<file path="src/rtl/adder_pkg.sv">
// Shared types and defaults for the adder settle controller.
package adder_pkg;

    localparam int DEF_WIDTH         = 32;
    localparam int DEF_SETTLE_CYCLES = 4;
    localparam int CNT_W             = 8;

    typedef enum logic [1:0] {
        ST_IDLE   = 2'd0,
        ST_SETTLE = 2'd1,
        ST_HOLD   = 2'd2
    } state_e;

endpackage

</file>
<file path="src/rtl/settle_counter.sv">
// Loadable 8-bit down-counter that stops at zero and reports when it is there.
module settle_counter
    import adder_pkg::*;
(
    input  logic             clk,
    input  logic             rst_n,
    input  logic             load,
    input  logic [CNT_W-1:0] load_val,
    input  logic             dec,
    output logic             zero
);

    logic [CNT_W-1:0] cnt_q;
    logic [CNT_W-1:0] cnt_d;

    always_comb begin
        cnt_d = cnt_q;
        if (load) begin
            cnt_d = load_val;
        end else if (dec && (cnt_q != '0)) begin
            cnt_d = cnt_q - 1'b1;
        end
    end

    always_ff @(posedge clk or negedge rst_n) begin
        if (!rst_n) begin
            cnt_q <= '0;
        end else begin
            cnt_q <= cnt_d;
        end
    end

    assign zero = (cnt_q == '0);

endmodule

</file>
<file path="src/rtl/adder_settle_ctrl.sv">
// Drives registered operands to an external combinational adder, waits a fixed
// settle time, then captures and checks the result behind a valid/ready channel.
//
// state  | meaning
// IDLE   | no operation in flight, ready for operands
// SETTLE | operands applied, counting down the adder settle time
// HOLD   | result captured, waiting for the consumer
module adder_settle_ctrl
    import adder_pkg::*;
#(
    parameter int WIDTH         = DEF_WIDTH,
    parameter int SETTLE_CYCLES = DEF_SETTLE_CYCLES
) (
    input  logic             clk,
    input  logic             rst_n,

    input  logic             in_valid,
    output logic             in_ready,
    input  logic [WIDTH-1:0] in_a,
    input  logic [WIDTH-1:0] in_b,
    input  logic             in_cin,

    output logic [WIDTH-1:0] add_a,
    output logic [WIDTH-1:0] add_b,
    output logic             add_cin,
    input  logic [WIDTH-1:0] add_sum,
    input  logic             add_cout,
    input  logic             add_of,

    output logic             out_valid,
    input  logic             out_ready,
    output logic [WIDTH-1:0] out_sum,
    output logic             out_cout,
    output logic             out_of,

    output logic             busy,
    output logic             chk_err
);

    localparam logic [CNT_W-1:0] LOAD_VAL = CNT_W'(SETTLE_CYCLES - 1);

    state_e           state_q, state_d;
    logic [WIDTH-1:0] add_a_q, add_a_d;
    logic [WIDTH-1:0] add_b_q, add_b_d;
    logic             add_cin_q, add_cin_d;
    logic [WIDTH-1:0] out_sum_q, out_sum_d;
    logic             out_cout_q, out_cout_d;
    logic             out_of_q, out_of_d;
    logic             out_valid_q, out_valid_d;
    logic             chk_err_q, chk_err_d;

    logic             cnt_load;
    logic             cnt_dec;
    logic             cnt_zero;
    logic [WIDTH:0]   ref_sum;
    logic             mismatch;

    settle_counter u_settle_counter (
        .clk      (clk),
        .rst_n    (rst_n),
        .load     (cnt_load),
        .load_val (LOAD_VAL),
        .dec      (cnt_dec),
        .zero     (cnt_zero)
    );

    // Reference is built from the registered operands so it matches what the adder saw.
    assign ref_sum  = {1'b0, add_a_q} + {1'b0, add_b_q} + {{WIDTH{1'b0}}, add_cin_q};
    assign mismatch = (ref_sum != {add_cout, add_sum});

    always_comb begin
        state_d     = state_q;
        add_a_d     = add_a_q;
        add_b_d     = add_b_q;
        add_cin_d   = add_cin_q;
        out_sum_d   = out_sum_q;
        out_cout_d  = out_cout_q;
        out_of_d    = out_of_q;
        out_valid_d = out_valid_q;
        chk_err_d   = chk_err_q;
        cnt_load    = 1'b0;
        cnt_dec     = 1'b0;
        in_ready    = 1'b0;

        case (state_q)
            ST_IDLE: begin
                in_ready = 1'b1;
            end
            ST_SETTLE: begin
                if (cnt_zero) begin
                    out_sum_d   = add_sum;
                    out_cout_d  = add_cout;
                    out_of_d    = add_of;
                    out_valid_d = 1'b1;
                    state_d     = ST_HOLD;
                    if (mismatch) begin
                        chk_err_d = 1'b1;
                    end
                end else begin
                    cnt_dec = 1'b1;
                end
            end
            ST_HOLD: begin
                in_ready = out_ready;
                if (out_ready) begin
                    out_valid_d = 1'b0;
                    state_d     = ST_IDLE;
                end
            end
            default: begin
                state_d = ST_IDLE;
            end
        endcase

        // A transfer in HOLD overrides the return to IDLE, giving back-to-back operation.
        if (in_valid && in_ready) begin
            add_a_d   = in_a;
            add_b_d   = in_b;
            add_cin_d = in_cin;
            cnt_load  = 1'b1;
            state_d   = ST_SETTLE;
        end
    end

    always_ff @(posedge clk or negedge rst_n) begin
        if (!rst_n) begin
            state_q     <= ST_IDLE;
            add_a_q     <= '0;
            add_b_q     <= '0;
            add_cin_q   <= 1'b0;
            out_sum_q   <= '0;
            out_cout_q  <= 1'b0;
            out_of_q    <= 1'b0;
            out_valid_q <= 1'b0;
            chk_err_q   <= 1'b0;
        end else begin
            state_q     <= state_d;
            add_a_q     <= add_a_d;
            add_b_q     <= add_b_d;
            add_cin_q   <= add_cin_d;
            out_sum_q   <= out_sum_d;
            out_cout_q  <= out_cout_d;
            out_of_q    <= out_of_d;
            out_valid_q <= out_valid_d;
            chk_err_q   <= chk_err_d;
        end
    end

    assign add_a     = add_a_q;
    assign add_b     = add_b_q;
    assign add_cin   = add_cin_q;
    assign out_sum   = out_sum_q;
    assign out_cout  = out_cout_q;
    assign out_of    = out_of_q;
    assign out_valid = out_valid_q;
    assign chk_err   = chk_err_q;
    assign busy      = (state_q != ST_IDLE);

endmodule

</file>
<file path="config.mk">
export PLATFORM = sky130hd
export DESIGN_NAME = adder_settle_ctrl
export DESIGN_NICKNAME = d
export VERILOG_FILES = /design/src/rtl/adder_pkg.sv /design/src/rtl/settle_counter.sv /design/src/rtl/adder_settle_ctrl.sv
export SDC_FILE = /design/constraint.sdc
export NUM_CORES = 1
export LEC_CHECK = 0
export ABC_AREA = 1
export CAP_MARGIN = 20
export CELL_PAD_IN_SITES_DETAIL_PLACEMENT = 0
export CELL_PAD_IN_SITES_GLOBAL_PLACEMENT = 1
export CORE_MARGIN = 5
export CORE_UTILIZATION = 30
export DETAILED_ROUTE_END_ITERATION = 10
export GPL_ROUTABILITY_DRIVEN = 1
export PLACE_DENSITY_LB_ADDON = 0.1
export SETUP_SLACK_MARGIN = 0.02
export SLEW_MARGIN = 20
export SYNTH_ARGS = -nofsm -noshare
export SYNTH_HDL_FRONTEND = slang
export SYNTH_SLANG_ARGS = --single-unit
</file>
<file path="constraint.sdc">
create_clock -name clk -period 2.5 [get_ports clk]
set_input_delay 0.625 -clock clk [delete_from_list [all_inputs] [get_ports clk]]
set_output_delay 0.625 -clock clk [all_outputs]
set_load 0.01 [all_outputs]
</file>
==> flow_summary.ini <==
[grt]
grt_pass1_wl_mm = 39.2
overflow = 0
antenna_found_initial = 0
grt_pass1_vias = 7246
grt_max_degree = 53
grt_usage_pct = 18.4

[floorplanning]
fp.dieW_um = 165
die_y_um = 165
io_pins = 206
dieArea_mm2 = 0.0273
core_mm2 = 0.0236
rows = 56
start_util_pct = 30.6

[final_layout]
seq_area_mm2 = 0.00278
num-nets-final = 1475
nFillCells = 2526
final_area_mm2 = 0.0105
area_delta_synth_final_pct = 45.6
fin_cells = 1661
multi_input_area_mm2 = 0.00399
drive_above_1_share_pct = 11.5
antennaDiodeCount = 0

[placed_design]
dp.cells = 1642
placed_area_mm2 = 0.0101
hpwl_mm = 20.2
port_buffers = 205
place.gp.congestion = 0.848

[clock_network]
root_buffer = clkbuf_16
holdBufCountCts = 0
cts_made_buffers = 9
clkTransAtPathRegs_ns = 0.08
htree_levels = 3
cts.sinks = 111
cts_tree = built
insertion_delay_ns = 0.37
clock_path_buffers = 2

[yosys]
async_flop_share_pct = 100
synth_seq_area_share_pct = 38.4
synth_top_area_share_pct = 38.4
synth_edf_count = 0
synthTopCellsByCount = nand2_1, inv_1, dfrtp_1
yosys.area.top_type = dfrtp_1
syn_nets = 1215
synth_area_mm2 = 0.00723
synthCells = 1077
synth.most_common_cell = nand2_1
avgSynthCellArea_um2 = 6.72
ys_warn_count = 0
ys.flop_type = dfrtp_1
synth_area_leaders = dfrtp_1, nand2_1, inv_1
synth_seq_cells = 111
synth.distinct_cells = 36

[status]
violations = setup timing
status = finished, violations left

[power_and_ir_drop]
power_frac_seq_pct = 21.7
p_comb_share_pct = 68.9
p_sw_share_pct = 47.6
p_int_mw = 8.10
vdd.ir_drop.worst_v = 0.000611
leakagePower_nw = 5.52
p_per_area_mw_per_mm2 = 1470
p_sw_mw = 7.36
pwr-share-clk_pct = 9.5

[worst_setup_path]
r2r-end = chk_err
r2r_slack_ns = -0.08
cp_max_fo = 3
critical_path_arrival_ns = 2.84
r2r_cells = 18
crit_path_end_kind = flip-flop
worstSetupPathType = flip-flop to flip-flop
cp-start-kind = flip-flop
rr_startpoint = add_a[0]
worstPathRequired_ns = 2.76

[drt]
vias_per_cell = 4.41
num_vias = 7333
wire_per_inst_um = 14.9
wl_mm = 24.7
ant_nets = 0
route.layer.met1.wl_mm = 12.9
drc = 0
met3WireLength_mm = 1.42
dr.max_layer_used = met4
drt_pass1_iterations = 5
drt_iter0_markers = 415
dr_wl_met2_mm = 10.2

[timing]
finalCritPeriodShare_pct = 103
slew_violations = 0
setup_viol = 1
setup_slack_ns = -0.0830
slew_headroom_pct = 44.6
hold-worst-slack_ns = 0.0872
hold_violations = 0
finalCriticalPeriod_ns = 2.58
tns_ns = -0.0830
tightest_slew_ns = 0.831
grt_setup_unrepaired = true
max_freq_ghz = 0.387
skew_ns = 0.0179

[worst_hold_path]
hp-class = input pin to asynchronous set/reset pin

[run]
drv_cap = 0
==> layout by cell type (no fill, tap or decap), types with 2 or more instances in the layout <==
| cell | Yosys | routed |
|---|---|---|
| a21oi_1 | 29 | 28 |
| a21oi_2 | 1 | 2 |
| buf_12 | 0 | 4 |
| buf_4 | 0 | 60 |
| clkbuf_16 | 0 | 9 |
| clkdlybuf4s50_1 | 0 | 203 |
| dfrtp_1 | 111 | 111 |
| fa_2 | 0 | 2 |
| ha_1 | 33 | 31 |
| ha_2 | 0 | 2 |
| inv_1 | 127 | 122 |
| inv_2 | 5 | 10 |
| inv_6 | 0 | 2 |
| nand2_1 | 509 | 499 |
| nand2_2 | 16 | 26 |
| nand3_1 | 51 | 45 |
| nand3_2 | 7 | 11 |
| nand3_4 | 0 | 2 |
| nand3b_1 | 7 | 7 |
| nand4_1 | 9 | 9 |
| nor2_1 | 64 | 59 |
| nor2_2 | 10 | 14 |
| nor2_4 | 1 | 2 |
| nor3_1 | 8 | 7 |
| nor4_1 | 3 | 3 |
| o21ai_0 | 28 | 27 |
| o21bai_1 | 2 | 2 |
| or2_1 | 2 | 2 |
| xnor2_1 | 12 | 12 |
| xor2_1 | 9 | 9 |
==> sequential cells by signal, summed over array words and instances (netlist names) <==
name                    flops
chk_err                     1
state_q                     2
out_cout                    1
add_cin                     1
add_b                      32
out_valid                   1
add_a                      32
out_sum                    32
u_settle_counter.cnt_q      8
out_of                      1
==> repair_timing <==
action	CTS	global route
resized for setup	11	26
setup endpoints to repair	2	1
setup buffers	0	3
pin swaps	5	21
gates cloned	0	0
==> worst max-delay path: stages, from the launching register on <==
cell	delay (ns)
dfrtp_1	0.40
inv_2	0.08
fa_2	0.22
inv_2	0.07
fa_2	0.40
buf_6	0.14
nor2_4	0.08
nor3_2	0.04
nand3b_1	0.15
nor2_1	0.10
nand2_1	0.07
nor2_2	0.11
nand3_1	0.08
nor2_1	0.11
nand3_1	0.11
nor2_1	0.12
nand3_1	0.08
nand2_1	0.06
nand2_1	0.05
==> power by group through the flow <==
stage	registers [mW]	clock network (mW)	logic, mW
after CTS	3.36	1.52	10.5
after floorplan	3.61	0	5.49
after detailed placement	3.37	0	10.4
final	3.35	1.46	10.6
after global placement	3.37	0	10.4
after global routing	3.49	1.59	12.0
==> routing by layer <==
layer | track usage [%] | up-vias
met4 | 3.97 | 0
met5 | 0 | -
li1 | - | 3847
met3 | 3.35 | 13
met1 | 28.5 | 3301
met2 | 26.4 | 172
==> cell type report <==
type                            instances  area share (%)
Multi-Input combinational cell        814            37.9
Sequential cell                       111            26.4
Timing Repair Buffer                  269            24.5
Inverter                              132            4.70
Tap cell                              319            3.79
Clock buffer                           10            2.17
Clock inverter                          6           0.582
==> kinds of logic (layout without fill, tap and decap cells) <==
family	count (synthesis)	in the layout	synth area share, %
compound gates	68	68	5.24
xor+xnor	21	21	2.54
flops	111	111	38.4
fa+ha+maj	35	35	6.26
simple gates	690	690	39.6
buf+inv	152	417	7.94
==> through the flow <==
step           total power, mW  worst slack, ns  util [%]
4_1_cts                   15.4           -0.123      44.2
2_1_floorplan             9.10            0.102         -
3_5_place_dp              13.8           -0.266      42.8
3_3_place_gp              13.8           -0.210      42.8
6_report                  15.5          -0.0830      44.6
5_1_grt                   17.1           -0.336      44.6
==> how the worst max path moves through the flow <==
| stage | end | depth (start not counted) | slack (ns) | startpoint |
|---|---|---|---|---|
| final | chk_err | 18 | -0.08 | add_a[0] |
| after global routing | chk_err | 22 | -0.34 | add_a[0] |
| after CTS | chk_err | 16 | -0.12 | add_cin |
| after detailed placement | chk_err | 20 | -0.27 | add_a[0] |
| after global placement | chk_err | 20 | -0.21 | add_a[0] |
| after floorplan | chk_err | 16 | 0.10 | add_a[0] |
(Power assumes the default switching activity.)
